`src/rtl/uart_word_rx.sv`:
```
// uart_word_rx: 8N1 serial receiver that rebuilds 64-bit words (first byte in
// the MSB) and presents them on an AXI-Stream master, with resync on errors.

module uart_word_rx #(
  parameter int TIMEOUT_BITS = 40
) (
  input  logic        clk,
  input  logic        rst,
  input  logic [15:0] prescale,
  input  logic        rxd,
  output logic [63:0] m_axis_tdata,
  output logic        m_axis_tvalid,
  input  logic        m_axis_tready,
  output logic        rx_busy,
  output logic        frame_error,
  output logic        overrun_error,
  output logic        timeout_error
);

  localparam logic [1:0] S_IDLE  = 2'd0;
  localparam logic [1:0] S_START = 2'd1;
  localparam logic [1:0] S_DATA  = 2'd2;
  localparam logic [1:0] S_STOP  = 2'd3;

  localparam logic [31:0] TMO_K = 32'(TIMEOUT_BITS);

  logic        sync1_q, sync1_d;
  logic        sync2_q, sync2_d;
  logic        hist_q, hist_d;
  logic [1:0]  state_q, state_d;
  logic [18:0] cnt_q, cnt_d;
  logic [2:0]  bit_cnt_q, bit_cnt_d;
  logic [7:0]  shift_q, shift_d;
  logic [15:0] pre_q, pre_d;
  logic [2:0]  byte_idx_q, byte_idx_d;
  logic [55:0] word_q, word_d;
  logic [31:0] tmo_q, tmo_d;
  logic [63:0] tdata_q, tdata_d;
  logic        tvalid_q, tvalid_d;
  logic        fe_q, fe_d;
  logic        ov_q, ov_d;
  logic        to_q, to_d;

  logic [15:0] pre_eff;
  logic [18:0] bit_t;
  logic [31:0] tmo_lim;
  logic        start_edge;
  logic        expire;
  logic        byte_good;
  logic        word_done;

  assign pre_eff    = (prescale == 16'd0) ? 16'd1 : prescale;
  assign bit_t      = {pre_q, 3'b000};
  assign tmo_lim    = TMO_K * {13'd0, bit_t};
  assign start_edge = hist_q && !sync2_q;
  assign expire     = (cnt_q == 19'd0);

  always_comb begin
    sync1_d    = rxd;
    sync2_d    = sync1_q;
    hist_d     = sync2_q;
    state_d    = state_q;
    cnt_d      = cnt_q;
    bit_cnt_d  = bit_cnt_q;
    shift_d    = shift_q;
    pre_d      = pre_q;
    byte_idx_d = byte_idx_q;
    word_d     = word_q;
    tmo_d      = tmo_q;
    tdata_d    = tdata_q;
    tvalid_d   = tvalid_q;
    fe_d       = 1'b0;
    ov_d       = 1'b0;
    to_d       = 1'b0;
    byte_good  = 1'b0;
    word_done  = 1'b0;

    unique case (state_q)
      S_IDLE: begin
        if (start_edge) begin
          state_d = S_START;
          pre_d   = pre_eff;
          cnt_d   = {1'b0, pre_eff, 2'b00} - 19'd1;
        end
      end
      S_START: begin
        if (expire) begin
          if (!sync2_q) begin
            state_d   = S_DATA;
            cnt_d     = bit_t - 19'd1;
            bit_cnt_d = 3'd0;
          end else begin
            state_d = S_IDLE;
          end
        end else begin
          cnt_d = cnt_q - 19'd1;
        end
      end
      S_DATA: begin
        if (expire) begin
          shift_d = {sync2_q, shift_q[7:1]};
          cnt_d   = bit_t - 19'd1;
          if (bit_cnt_q == 3'd7) begin
            state_d = S_STOP;
          end else begin
            bit_cnt_d = bit_cnt_q + 3'd1;
          end
        end else begin
          cnt_d = cnt_q - 19'd1;
        end
      end
      S_STOP: begin
        if (expire) begin
          state_d = S_IDLE;
          if (sync2_q) begin
            byte_good = 1'b1;
          end else begin
            fe_d       = 1'b1;
            byte_idx_d = 3'd0;
          end
        end else begin
          cnt_d = cnt_q - 19'd1;
        end
      end
      default: state_d = S_IDLE;
    endcase

    // Older bytes shift up; after 7 shifts byte 0 sits at the top.
    if (byte_good) begin
      word_d = {word_q[47:0], shift_q};
      if (byte_idx_q == 3'd7) begin
        word_done  = 1'b1;
        byte_idx_d = 3'd0;
      end else begin
        byte_idx_d = byte_idx_q + 3'd1;
      end
    end

    if (word_done) begin
      if (!tvalid_q || m_axis_tready) begin
        tdata_d  = {word_q, shift_q};
        tvalid_d = 1'b1;
      end else begin
        ov_d = 1'b1;
      end
    end else if (tvalid_q && m_axis_tready) begin
      tvalid_d = 1'b0;
    end

    // Inter-byte watchdog; any start edge clears it.
    if (state_q == S_IDLE && byte_idx_q != 3'd0 && !start_edge) begin
      if (tmo_q >= tmo_lim - 32'd1) begin
        to_d       = 1'b1;
        byte_idx_d = 3'd0;
        tmo_d      = 32'd0;
      end else begin
        tmo_d = tmo_q + 32'd1;
      end
    end else begin
      tmo_d = 32'd0;
    end
  end

  always_ff @(posedge clk) begin
    if (rst) begin
      sync1_q    <= 1'b1;
      sync2_q    <= 1'b1;
      hist_q     <= 1'b1;
      state_q    <= S_IDLE;
      cnt_q      <= 19'd0;
      bit_cnt_q  <= 3'd0;
      shift_q    <= 8'd0;
      pre_q      <= 16'd1;
      byte_idx_q <= 3'd0;
      word_q     <= 56'd0;
      tmo_q      <= 32'd0;
      tdata_q    <= 64'd0;
      tvalid_q   <= 1'b0;
      fe_q       <= 1'b0;
      ov_q       <= 1'b0;
      to_q       <= 1'b0;
    end else begin
      sync1_q    <= sync1_d;
      sync2_q    <= sync2_d;
      hist_q     <= hist_d;
      state_q    <= state_d;
      cnt_q      <= cnt_d;
      bit_cnt_q  <= bit_cnt_d;
      shift_q    <= shift_d;
      pre_q      <= pre_d;
      byte_idx_q <= byte_idx_d;
      word_q     <= word_d;
      tmo_q      <= tmo_d;
      tdata_q    <= tdata_d;
      tvalid_q   <= tvalid_d;
      fe_q       <= fe_d;
      ov_q       <= ov_d;
      to_q       <= to_d;
    end
  end

  assign m_axis_tdata  = tdata_q;
  assign m_axis_tvalid = tvalid_q;
  assign rx_busy       = (state_q != S_IDLE);
  assign frame_error   = fe_q;
  assign overrun_error = ov_q;
  assign timeout_error = to_q;

endmodule

```
`config.mk`:
```
export PLATFORM = sky130hd
export DESIGN_NAME = uart_word_rx
export DESIGN_NICKNAME = d
export VERILOG_FILES = /design/src/rtl/uart_word_rx.sv
export SDC_FILE = /design/constraint.sdc
export NUM_CORES = 1
export LEC_CHECK = 0
export ABC_AREA = 0
export CAP_MARGIN = 20
export CORE_AREA = 2 2 138 140
export CTS_CLUSTER_DIAMETER = 150
export DETAILED_ROUTE_END_ITERATION = 8
export DIE_AREA = 0 0 140 142
export PLACE_DENSITY = 0.8
export SYNTH_ARGS = -nofsm -noshare
export SYNTH_HDL_FRONTEND = slang
export SYNTH_SLANG_ARGS = --single-unit
export TNS_END_PERCENT = 100
```
`constraint.sdc`:
```
create_clock -name clk -period 5.44 [get_ports clk]
set_input_delay 0.544 -clock clk [delete_from_list [all_inputs] [get_ports clk]]
set_output_delay 0.544 -clock clk [all_outputs]
set_load 0.05 [all_outputs]
```
* Yosys cells after proc, flatten, opt, wreduce, memory -nomap -nowiden *
Index checks and enable logic that the tools add are counted.

operators by class
  add/subtract/negate cells = 7
  $mul = 1
  magnitude comparators = 1
  eq/ne operators = 15
  muxes and demuxes = 37
  bitwise gates (word level) = 4
  reduce and logical (&&, ||, !) cells = 26

operators by type and width
  kind                   count
  $mux 19                5
  $pmux 19 s4            1
  $sub 19x1->19 const B  2
  $mux 3                 11
  $add 32x1->32 const B  1
  $ge 32x32->1           1
  $sub 25x1->26 const B  1
  $logic_not 19->1       1
  $mul 3x16->19 const A  1
  $sub 18x1->19 const B  1
  $logic_not 16->1       1
  $mux 16                1
  $ne 2x2->1 const B     8
  $mux 2                 6
  $mux 1                 11
  $reduce_and 5->1       2
  $pmux 2 s4             1
  $reduce_and 2->1       4
  $add 3x1->3 const B    2
  $eq 3x3->1 const B     2
  $pmux 3 s2             1
  $reduce_bool 2->1      3
  $reduce_or 3->1        2
  $eq 2x2->1 const B     2
  11 further kinds       20

word-level totals
  bits in registers = 210

* Longest topological paths before layout *
Gate-level depths: netlist of the first run.

  depth in word-level cells = 6
  gate-level depth with buffers = 19

* Least setup slack after synthesis of the first run *
Ideal clock, no wire load.

  kind = flip-flop to flip-flop
  start point = register pre_q[1]
  end point = register tmo_q[10]
  arrival = 4.614 ns
  setup slack = 0.761 ns
  stages on the path, launching flop included = 19
  path buffers = 1
  path through = dfxtp_1 > ha_1 > ha_1 > fa_1 > a211o_1 > a211o_2 > a41oi_2 > xnor2_2 > nor4_4 > nand3_2 > or2_1 > ha_1 > or3_1 > a221oi_1 > o21ai_0 > a31oi_1 > o211ai_1 > clkbuf_1 > nor2_1

on the way
  word-level cells in the longest chain between the ends = 4

RTL lines
  element                           RTL line  RTL
  start, declared                   34        logic [15:0] pre_q, pre_d;
  start signal, assigned            190       pre_q <= pre_d;
  $mul 3x16->19                     54        assign tmo_lim = TMO_K * {13'd0, bit_t};
  $sub 25x1->26                     152       if (tmo_q >= tmo_lim - 32'd1) begin
  $ge 32x32->1                      152
  $reduce_or 3->1 (no source line)  --
  end signal, assigned              193       tmo_q <= tmo_d;
  end, declared                     37        logic [31:0] tmo_q, tmo_d;

Every way passes these cells.
A chain may end at the register's enable or synchronous reset.

* Worst setup path in the final report of the first run *
  start point = register pre_q[1]
  end point = register tmo_q[24]

The elaborated chain is that of the path after synthesis.

==> results.txt, run 1 <==
Worst path buffer plus inverter count: 1
CP arrival: 5520 ps
H-tree Lvls: 1
Psw: 1.06 mW
CP max-delay cell: or4_4
Top cell type by total area after synthesis: dfxtp_1
Core area: 18,500 sq um
CTS buffer count: 23
Violated checks: design-rule violations
Endpoints failing setup: 0
Number of remaining DRC errors: 6
Global-route wire length before repair: 41,800 um
TNS Setup: 0 ps
Detailed Place HPWL: 17,400 um
Synth top area share: 39.5%
Logic pwr share: 17.3%
Gr usage total: 24.9%
Power per cell area: 306 nW/um^2
Placed inst area: 11,600 sq um
Register area share after synthesis: 39.5%
R2R cell count: 18
Placer Congestion: 0.933
Largest family of logic cells by synthesized area: simple AND/OR/NAND/NOR gates
Post-synth top cells: 343 x nand2_1, 210 x dfxtp_1, 182 x a21oi_1
Fmax: 196 MHz
Wirelength per Cell: 15.5 um
CP Capture Type: flip-flop
Synth area leaders: dfxtp_1 39%, nand2_1 12%, a21oi_1 8.6%, ha_1 7.9%, xnor2_1 3.8%
Util after Layout: 67.4%
Worst Path Max Fanout: 21
Synth Area in XOR/XNOR: 7.23%
Status: finished with violations
Crit path required time: 5860 ps
Max-slew violation count: 0
Adder-Cell Fraction of Synth Area: 8.06%
GRT overflow: 0
Starting Density: 57.7%
Clock network power share: 39.9%
Final Hold Fails: 0
Worst-Margin Slew: 989 ps
Die W: 140 um
Worst vdd rail ir drop: 0.000313 V
Row count: 50
Final period util: 93.8%
1st-iter DRT viols: 707
EDFF count, synth: 0
Clock skew: 17.4 ps
Rel. slew slack: 34.1%
Ys async rst share: 0%
DRT Pass-1 Iters: 7
Leakage Power: 4.51 nW
Yosys cell types: 73
Port Buffers: 88
Initial antenna violation count: 0
Worst Hold Path Cells: 1
Drt total wl: 25,500 um
Delay-heaviest family, CP: simple AND/OR/NAND/NOR gates
WS Path Type: flip-flop to flip-flop
Design area: 12,400 sq um
Max cap viols: 0
Net count, final: 1,487
Area Overhead vs Synth: 16.8%
Worst skew pair latency: 500 ps
Levels on crit path: 18
Post-layout minimum cycle time: 5100 ps
TritonCTS clock tree: built
Compound-Gate Fraction of Synth Area: 17.0%
Multiplexer share of the synthesized area: 0.282%
Sequential power share: 42.8%
Yosys warns: 0
Cell Int Power: 2.74 mW
ANT cells: 0
Synthesized area per cell: 7.96 sq um
Switch share: 27.9%
Primary FF master, synth: dfxtp_1
Clock tree buffer depth: 3
I/O pin count: 89
Mapped Area: 10,600 sq um
Startpoint types: flip-flop
Yosys reg bits: 210
Vias in the first global route: 8,763
Cell count after synthesis: 1,337
Cell with the most instances after synthesis: nand2_1
Worst-path cell chain: ha_1, ha_1, fa_1, a21o_1, a211oi_1, a21oi_1, or4_4, nor4_4, nand3_2, or2_4, ha_1, or3_1, a221oi_1, o21ai_0, a31oi_1, o211ai_1, buf_12, nor2_1
Clk sinks: 210
Hold Path Class: flip-flop to flip-flop
Share of layout cells above drive strength 1: 5.87%
Syn_nets: 1,425
CP max stage delay: 590 ps
Vias: 9,499
Largest net degree at the start of global routing: 97
Clock root buffer: clkbuf_16
Die area: 19,900 sq um
Reg clk slew, reported paths: 60 ps
Simple-Gate Fraction of Synth Area: 24.1%
Vias/cell: 5.77
Crit-path most repeated cell: ha_1
Die height: 142 um
Antenna Nets Post-Route: 0
what timing repair did:
| item | CTS | global route |
|---|---|---|
| gates resized for setup | 0 | 9 |
| hold buffers | 0 | 0 |
| setup endpoints to repair | 0 | 31 |
| setup buffers | 0 | 5 |
per-stage QoR:
stage                     setup slack, ps  hold WS [ps]  power, mW  cells
final                                 335           413       3.80   1647
after global routing                -7.54           442       3.97   1647
after CTS                            78.7           413       3.81   1642
after detailed placement              109           399       2.29   1603
after global placement                317           396       2.28   1602
after floorplan                       761           389       2.15   1337
cell usage in the layout (no fill, tap or decap), types with 4 or more instances in the layout:
master,Yosys,layout
a211oi_1,11,10
a21o_1,11,11
a21oi_1,182,182
a221oi_1,4,4
a22oi_1,4,4
a31oi_1,5,4
and2_1,4,4
and3_1,13,11
buf_4,2,16
clkbuf_1,52,5
clkbuf_16,0,23
clkbuf_8,0,4
clkdlybuf4s50_1,0,87
clkinv_2,0,4
dfxtp_1,210,208
ha_1,67,67
inv_1,24,24
nand2_1,343,343
nand2b_1,5,5
nand3_1,37,35
nand4_1,13,13
nor2_1,81,81
nor3_1,27,27
nor3b_1,6,6
nor4_1,11,11
o211ai_1,10,10
o21a_1,8,8
o21ai_0,18,18
o221ai_1,5,5
or2_2,5,5
or3_1,7,7
or4_1,6,5
xnor2_1,46,46
xor2_1,40,40
power by group through the flow:
stage	sequential (mW)	combinational [mW]	clock, mW
3_5_place_dp	1.66	0.637	0
3_3_place_gp	1.66	0.627	0
5_1_grt	1.63	0.726	1.61
2_1_floorplan	1.65	0.503	0
4_1_cts	1.63	0.642	1.54
6_report	1.63	0.657	1.52
metal layers:
layer | vias up | track usage [%] | routed length [um] | part of all wire, %
met5 | - | 0 | 0 | 0
met3 | 43 | 3.16 | 1290 | 5.1
met4 | 0 | 7.07 | 584 | 2.3
met2 | 252 | 42.1 | 12200 | 48
met1 | 4454 | 33.9 | 11400 | 45
li1 | 4750 | - | - | -
flip-flops by register name, indices dropped and copies added, names as in the netlist, 3 cells and up, named ones only:
register      cells
bit_cnt_q         3
byte_idx_q        3
cnt_q            19
m_axis_tdata     64
pre_q            16
shift_q           8
tmo_q            32
word_q           56
worst register-to-register path, stage by stage, from the launching register on:
cell and delay, ps:
dfxtp_2 350, ha_1 300, ha_1 230, fa_1 430
a21o_1 180, a211oi_1 220, a21oi_1 120, or4_4 590
nor4_4 330, nand3_2 140, or2_4 320, ha_1 190
or3_1 370, a221oi_1 200, o21ai_0 130, a31oi_1 270
o211ai_1 300, buf_12 260, nor2_1 110
worst paths after layout:
kind                                from        end  slack [ps]
worst min register to register   sync1_q     hist_d         410
worst min-delay path             sync1_q     hist_d         410
worst max register to register  pre_q[1]  tmo_q[24]         340
worst max-delay path            pre_q[1]  tmo_q[24]         340
cell type report:
type / instances / area [sq um]
clock buffer: 32 / 649
clock inverter: 7 / 88.8
fill: 1548 / 6020
inverter: 24 / 90.1
multi-input combinational: 1035 / 6080
sequential: 210 / 4210
tap: 234 / 293
timing repair buffer: 105 / 1030
cells by family (layout without fill, tap and decap cells):
logic type	Yosys count	count (layout)
AOI/OAI and AO/OA	300	300
xor gates and xnor gates	87	87
adders and majority gates	68	68
buffers and inverters	92	168
DFF	210	210
muxes	3	3
and+or+nand+nor	577	577
No activity file was read; power rests on OpenSTA's default activity.
==> run 2: changes to the inputs <==
--- a/config.mk
+++ b/config.mk
@@ -6,12 +6,14 @@
 export NUM_CORES = 1
 export LEC_CHECK = 0
 export ABC_AREA = 0
+export ABC_CLOCK_PERIOD_IN_PS = 5440
 export CAP_MARGIN = 20
-export CORE_AREA = 2 2 138 140
+export CORE_AREA = 2 2 137 139
+export CTS_BUF_LIST = sky130_fd_sc_hd__clkbuf_2
 export CTS_CLUSTER_DIAMETER = 150
 export DETAILED_ROUTE_END_ITERATION = 8
-export DIE_AREA = 0 0 140 142
-export PLACE_DENSITY = 0.8
+export DIE_AREA = 0 0 139 141
+export PLACE_DENSITY = 0.81
 export SYNTH_ARGS = -nofsm -noshare
 export SYNTH_HDL_FRONTEND = slang
 export SYNTH_SLANG_ARGS = --single-unit
==> run 2 against run 1 <==
  * The run now ends clean
  * Critical path type unchanged
  * Routed wire length is 4.2% lower
  * Largest cell class unchanged
  * First-iteration DRC count down 23%
  * Final cell count grew 2.9%
  * Critical path depth is 1 higher
  * Largest power group unchanged
  * Highest routed layer unchanged
  * Total power shrank 13%
  * Critical endpoint is now tmo_q[10]
  * Die area shrank 1.4%
  * Worst setup slack gained 33 ps
  * Count of clock-buffer cells in the layout rose by 49
  * Register-to-register slack improved by 30 ps
  * Combinational power barely moved
  * Fmax increased by 0.65%
==> results.txt, run 2 (synthesis gave the netlist of run 1 again) <==
Commonest non-fill, non-tap cell in the layout: nand2_1 (unchanged)
Sequential power share: 48.9% (was 42.8%)
Worst Path Max Fanout: 31 (was 21)
Vias in the first global route: 8,700 (was 8,763)
R2R cell count: 19 (was 18)
Detailed Place HPWL: 16,600 um (was 17,400 um)
Switch share: 33.3% (was 27.9%)
Die area: 19,600 sq um (was 19,900 sq um)
Starting Density: 58.3% (was 57.7%)
Clock skew: 75.6 ps (was 17.4 ps)
RSZ-0062 raised after global routing: false
Commonest cells after routing, fill and taps aside: 343 x nand2_1, 210 x dfxtp_1, 182 x a21oi_1, 87 x clkdlybuf4s50_1 (was 343 x nand2_1, 208 x dfxtp_1, 182 x a21oi_1, 87 x clkdlybuf4s50_1, 81 x nor2_1)
Cell Int Power: 2.21 mW (was 2.74 mW)
I/O pin count: 89 (unchanged)
Worst reg2reg endpoint: tmo_q[10] (was tmo_q[24])
Die W: 139 um (was 140 um)
Worst-Margin Slew: 1170 ps (was 989 ps)
Combined area of the multi-input logic cells: 6060 sq um (was 6080 sq um)
WS Path Type: flip-flop to flip-flop (unchanged)
GRT overflow: 0 (unchanged)
CTS buffer count: 52 (was 23)
Net count, final: 1,507 (was 1,487)
Leakage Power: 4.46 nW (was 4.51 nW)
Global-route wire length before repair: 40,200 um (was 41,800 um)
Port Buffers: 88 (unchanged)
Post-layout minimum cycle time: 5070 ps (was 5100 ps)
Vias/cell: 5.61 (was 5.77)
Vias: 9,515 (was 9,499)
Antenna Nets Post-Route: 0 (unchanged)
Wirelength per Cell: 14.4 um (was 15.5 um)
Storage element area: 4200 sq um (was 4210 sq um)
Clock root buffer: clkbuf_2 (was clkbuf_16)
Max cap viols: 0 (unchanged)
Status: completed (was finished with violations)
Post-CTS setup repair buffer count: 0 (unchanged)
Fmax: 197 MHz (was 196 MHz)
TNS Setup: 0 ps (unchanged)
Final period util: 93.2% (was 93.8%)
Logic pwr share: 19.8% (was 17.3%)
Power, Total: 3.32 mW (was 3.80 mW)
Gr usage total: 24.1% (was 24.9%)
Final Hold Fails: 0 (unchanged)
Reg2reg setup slack: 370 ps (was 340 ps)
Crit path from: pre_q[1] (unchanged)
Placement Setup Slack: 367 ps (was 109 ps)
Clk sinks: 210 (unchanged)
Row count: 50 (unchanged)
Startpoint types: flip-flop (unchanged)
Share of layout cells above drive strength 1: 8.22% (was 5.87%)
TritonCTS clock tree: built (unchanged)
Crit path required time: 6150 ps (was 5860 ps)
Fillers: 1,611 (was 1,548)
Clock network power share: 31.3% (was 39.9%)
Worst vdd rail ir drop: 0.000240 V (was 0.000313 V)
1st-iter DRT viols: 544 (was 707)
DRT Pass-1 Iters: 5 (was 7)
CP arrival: 5790 ps (was 5520 ps)
Critical path destination: tmo_q[10] (was tmo_q[24])
Worst r2r src: pre_q[1] (unchanged)
Largest net degree at the start of global routing: 96 (was 97)
Psw: 1.10 mW (was 1.06 mW)
Drt total wl: 24,400 um (was 25,500 um)
Area Overhead vs Synth: 13.4% (was 16.8%)
Power per cell area: 275 nW/um^2 (was 306 nW/um^2)
Die height: 141 um (was 142 um)
Initial antenna violation count: 1 (was 0)
Core area: 18,300 sq um (was 18,500 sq um)
Endpoints failing setup: 0 (unchanged)
Placer Congestion: 0.911 (was 0.933)
Clock tree buffer depth: 3 (unchanged)
Rel. slew slack: 21.2% (was 34.1%)
H-tree Lvls: 2 (was 1)
Worst skew pair latency: 850 ps (was 500 ps)
Max FFs per register: 64 (unchanged)
Hold Path Class: input port to flip-flop (was flip-flop to flip-flop)
CP Capture Type: flip-flop (unchanged)
Setup ws final: 368 ps (was 335 ps)
Reg clk slew, reported paths: 110 ps (was 60 ps)
Max-slew violation count: 0 (unchanged)
Number of remaining DRC errors: 0 (was 6)
-- run 2: cell count changes in the layout (fill, tap and decap cells not counted), sizes merged --
cell and delta:
clkinv +8, inv +1, clkbuf +49, diode +1, buf -9, bufinv -2
-- run 2: per-layer routing --
layer	vias to the layer above	track usage (%)	part of all wire (%)
met5	-	0	0
met4	0	7.87	1.9
met3	37	5.13	5.8
met2	269	39.8	47
met1	4380	31.7	45
li1	4829	-	-
-- run 2: worst min path at each step --
stage          cells past startpoint  slack, ps      end     from
6_report                           2        260  sync1_q      rxd
3_5_place_dp                       1        400   hist_d  sync1_q
3_3_place_gp                       1        390   hist_d  sync1_q
5_1_grt                            2        240  sync1_q      rxd
4_1_cts                            2        220  sync1_q      rxd
2_1_floorplan                      1        390   hist_d  sync1_q
-- run 2: critical path, stage by stage, from the launching register on --
cell      delay (ps)
dfxtp_1          450
ha_1             280
ha_1             240
fa_1             420
a211o_1          330
a211o_2          340
a31oi_1          250
o21ai_0          180
xor2_1           190
or2b_2           320
or2_1            320
ha_1             340
a21o_1           180
a21o_1           170
a21oi_1          130
o21ai_0           80
a31oi_1          270
o211ai_1         160
buf_6            210
nor2_1           120
-- run 2: layout make-up --
type | count | area share [%]
antenna | 1 | 0.0207
clock buffer | 81 | 3.36
clock inverter | 14 | 0.539
inverter | 24 | 0.746
multi-input combinational | 1035 | 50.2
sequential | 210 | 34.8
tap | 234 | 2.43
timing repair buffer | 96 | 7.91
-- run 2: power by group through the flow --
stage / logic (mW) / clock network [mW] / registers, mW
floorplan: 0.503 / 0 / 1.65
global placement: 0.628 / 0 / 1.65
detailed placement: 0.636 / 0 / 1.66
CTS: 0.642 / 1.07 / 1.62
global route: 0.720 / 1.15 / 1.63
finish: 0.656 / 1.04 / 1.62
-- run 2: timing repair --
item | CTS | global route
endpoints found under the setup margin | 0 | 31
resized for setup | 0 | 2
hold buffers | 0 | 0
-- run 2: stage by stage --
step	util (%)	hold slack (ps)	instances	instance area, sq um
floorplan	-	389	1337	10600
finish	66.1	257	1695	12100
global route	66.1	244	1695	12100
CTS	66.0	220	1694	12100
global placement	63.4	392	1599	11600
detailed placement	63.4	401	1599	11600
==> run 3: changes to the inputs <==
==> config.mk (replaced) <==
export PLATFORM = sky130hd
export DESIGN_NAME = uart_word_rx
export DESIGN_NICKNAME = d
export VERILOG_FILES = /design/src/rtl/uart_word_rx.sv
export SDC_FILE = /design/constraint.sdc
export NUM_CORES = 1
export LEC_CHECK = 0
export ABC_AREA = 0
export ABC_CLOCK_PERIOD_IN_PS = 6300
export CAP_MARGIN = 20
export CELL_PAD_IN_SITES_DETAIL_PLACEMENT = 0
export CELL_PAD_IN_SITES_GLOBAL_PLACEMENT = 1
export CORE_AREA = 2 2 154 156
export CTS_BUF_LIST = sky130_fd_sc_hd__clkbuf_4 sky130_fd_sc_hd__clkbuf_8 sky130_fd_sc_hd__clkbuf_16
export CTS_CLUSTER_DIAMETER = 150
export DETAILED_ROUTE_END_ITERATION = 8
export DIE_AREA = 0 0 156 158
export PLACE_DENSITY_LB_ADDON = 0.1
export SYNTH_ARGS = -nofsm -noshare
export SYNTH_HDL_FRONTEND = slang
export SYNTH_SLANG_ARGS = --single-unit
export TNS_END_PERCENT = 100
==> constraint.sdc (replaced) <==
create_clock -name clk -period 6.3 [get_ports clk]
set_input_delay 0.63 -clock clk [delete_from_list [all_inputs] [get_ports clk]]
set_output_delay 0.63 -clock clk [all_outputs]
set_load 0.05 [all_outputs]
==> run 3 against run 2 <==
  * Worst setup slack improved by 720 ps
  * Clock power increased by 37%
  * Die area is 26% higher
  * Sequential power decreased by 14%
  * Critical path type unchanged
  * Global-route usage fell by 3.0 points
==> results.txt, run 3 (synthesis gave the netlist of run 1 again) <==
Die height: 158 um (was 141 um)
WS Path Type: flip-flop to flip-flop (unchanged)
Starting Density: 46.2% (was 58.3%)
Commonest cells after routing, fill and taps aside: 343 x nand2_1, 210 x dfxtp_1, 182 x a21oi_1, 87 x clkdlybuf4s50_1, 81 x nor2_1 (was 343 x nand2_1, 210 x dfxtp_1, 182 x a21oi_1, 87 x clkdlybuf4s50_1)
GRT overflow: 0 (unchanged)
Power per cell area: 272 nW/um^2 (was 275 nW/um^2)
Clock skew: 10.5 ps (was 75.6 ps)
Commonest non-fill, non-tap cell in the layout: nand2_1 (unchanged)
Post-CTS setup repair buffer count: 0 (unchanged)
Logic pwr share: 16.6% (was 19.8%)
Area Overhead vs Synth: 16.9% (was 13.4%)
Endpoints failing setup: 0 (unchanged)
Max FFs per register: 64 (unchanged)
Storage element area: 4200 sq um (unchanged)
Port Buffers: 88 (unchanged)
Hold Path Class: flip-flop to flip-flop (was input port to flip-flop)
Row count: 56 (was 50)
Largest net degree at the start of global routing: 97 (was 96)
Status: completed (unchanged)
CTS resizes: 0 (unchanged)
Clock root buffer: clkbuf_16 (was clkbuf_2)
CP max stage delay: 440 ps (was 450 ps)
CP max-delay cell: dfxtp_1 (unchanged)
Fmax: 192 MHz (was 197 MHz)
Startpoint types: flip-flop (unchanged)
Combined area of the multi-input logic cells: 6050 sq um (was 6060 sq um)
RSZ-0062 raised after global routing: false (unchanged)
DRT Pass-1 Iters: 6 (was 5)
Leakage Power: 4.49 nW (was 4.46 nW)
Vias: 9,146 (was 9,515)
Crit path required time: 6740 ps (was 6150 ps)
Clock tree buffer depth: 3 (unchanged)
Final period util: 82.7% (was 93.2%)
Rel. slew slack: 28.5% (was 21.2%)
Post-layout minimum cycle time: 5210 ps (was 5070 ps)
TNS Setup: 0 ps (unchanged)
Delay-heaviest family, CP: compound AO/OA/AOI/OAI gates (unchanged)
Cell Int Power: 2.44 mW (was 2.21 mW)
Fillers: 2,243 (was 1,611)
Switch share: 27.8% (was 33.3%)
Worst skew pair latency: 510 ps (was 850 ps)
Psw: 943 uW (was 1.10 mW)
Net count, final: 1,480 (was 1,507)
ANT cells: 0 (was 1)
H-tree Lvls: 1 (was 2)
Crit-path most repeated cell: ha_1 (unchanged)
Detailed Place HPWL: 18,200 um (was 16,600 um)
Clk sinks: 210 (unchanged)
Initial antenna violation count: 0 (was 1)
Gr usage total: 21.2% (was 24.1%)
Antenna Nets Post-Route: 0 (unchanged)
Max-slew violation count: 0 (unchanged)
Sequential power share: 41.4% (was 48.9%)
1st-iter DRT viols: 632 (was 544)
I/O pin count: 89 (unchanged)
Die area: 24,600 sq um (was 19,600 sq um)
Worst-Margin Slew: 1070 ps (was 1170 ps)
Number of remaining DRC errors: 0 (unchanged)
Util after Layout: 54.0% (was 66.1%)
CTS buffer count: 24 (was 52)
Worst vdd rail ir drop: 0.000254 V (was 0.000240 V)
CP Capture Type: flip-flop (unchanged)
Worst Path Max Fanout: 31 (unchanged)
Vias in the first global route: 8,553 (was 8,700)
Share of layout cells above drive strength 1: 5.26% (was 8.22%)
Placer Congestion: 0.824 (was 0.911)
Clock network power share: 41.9% (was 31.3%)
Die W: 156 um (was 139 um)
Fin Hold WS: 411 ps (was 257 ps)
Wirelength per Cell: 15.6 um (was 14.4 um)
Worst-path cell chain: ha_1, ha_1, fa_1, a211o_1, a211o_2, a41oi_2, xnor2_2, nor4_4, nand3_2, or2_1, ha_1, or3_1, a221oi_1, o21ai_0, a31oi_1, o211ai_1, buf_4, nor2_1 (was ha_1, ha_1, fa_1, a211o_1, a211o_2, a31oi_1, o21ai_0, xor2_1, or2b_2, or2_1, ha_1, a21o_1, a21o_1, a21oi_1, o21ai_0, a31oi_1, o211ai_1, buf_6, nor2_1)
TritonCTS clock tree: built (unchanged)
Reg clk slew, reported paths: 60 ps (was 110 ps)
Core area: 23,100 sq um (was 18,300 sq um)
Max cap viols: 0 (unchanged)
Drt total wl: 26,400 um (was 24,400 um)
CP arrival: 5650 ps (was 5790 ps)
Vias/cell: 5.39 (was 5.61)
Power, Total: 3.39 mW (was 3.32 mW)
Hold_buf cts: 0 (unchanged)
Global-route wire length before repair: 43,300 um (was 40,200 um)
Final Hold Fails: 0 (unchanged)
Worst path buffer plus inverter count: 1 (unchanged)
## run 3: cell count changes in the layout (fill, tap and decap cells not counted), sizes merged
| cell | change |
|---|---|
| buf | +1 |
| bufinv | +3 |
| clkbuf | -50 |
| clkinv | -7 |
| diode | -1 |
| inv | -1 |
## run 3: worst paths after layout
check	start	end	slack [ps]	depth (start not counted)
hold reg to reg	sync1_q	hist_d	410	1
hold / removal	sync1_q	hist_d	410	1
setup reg to reg	pre_q[1]	tmo_q[11]	1090	18
setup / recovery	pre_q[1]	tmo_q[11]	1090	18
## run 3: area by class of cell
cell class / instances / area share, %
Clock inverter: 9 / 0.995
Inverter: 24 / 0.724
Tap cell: 290 / 2.91
Sequential cell: 210 / 33.8
Clock buffer: 31 / 5.44
Multi-Input combinational cell: 1035 / 48.6
Timing Repair Buffer: 97 / 7.60
## run 3: worst register-to-register path, stage by stage (launching register included)
cell and delay (ps):
dfxtp_1 440, ha_1 280, ha_1 240, fa_1 440
a211o_1 340, a211o_2 350, a41oi_2 250, xnor2_2 150
nor4_4 380, nand3_2 120, or2_1 360, ha_1 230
or3_1 390, a221oi_1 220, o21ai_0 130, a31oi_1 280
o211ai_1 150, buf_4 250, nor2_1 140
## run 3: metal layers
layer / GRT usage [%] / share of wire [%] / wire (um) / vias to the layer above
met1: 30.2 / 50 / 13300 / 4227
li1: - / - / - / 4744
met2: 34.0 / 45 / 11900 / 138
met3: 2.66 / 3.1 / 828 / 37
met5: 0 / 0 / 0 / -
met4: 5.11 / 1.8 / 480 / 0
## run 3: metrics by stage
| step | setup WS [ps] | instance area, sq um | std cells |
|---|---|---|---|
| 5_1_grt | 642 | 12400 | 1696 |
| 2_1_floorplan | 1620 | 10600 | 1337 |
| 3_3_place_gp | 1320 | 11600 | 1656 |
| 4_1_cts | 1050 | 12400 | 1696 |
| 6_report | 1090 | 12400 | 1696 |
| 3_5_place_dp | 1090 | 11600 | 1656 |
## run 3: power by group through the flow
stage               Clock (mW)  Sequential [mW]  Combinational (mW)
floorplan                    0             1.42               0.434
global placement             0             1.43               0.561
detailed placement           0             1.43               0.558
CTS                       1.45             1.40               0.563
global route              1.51             1.41               0.631
finish                    1.42             1.40               0.564
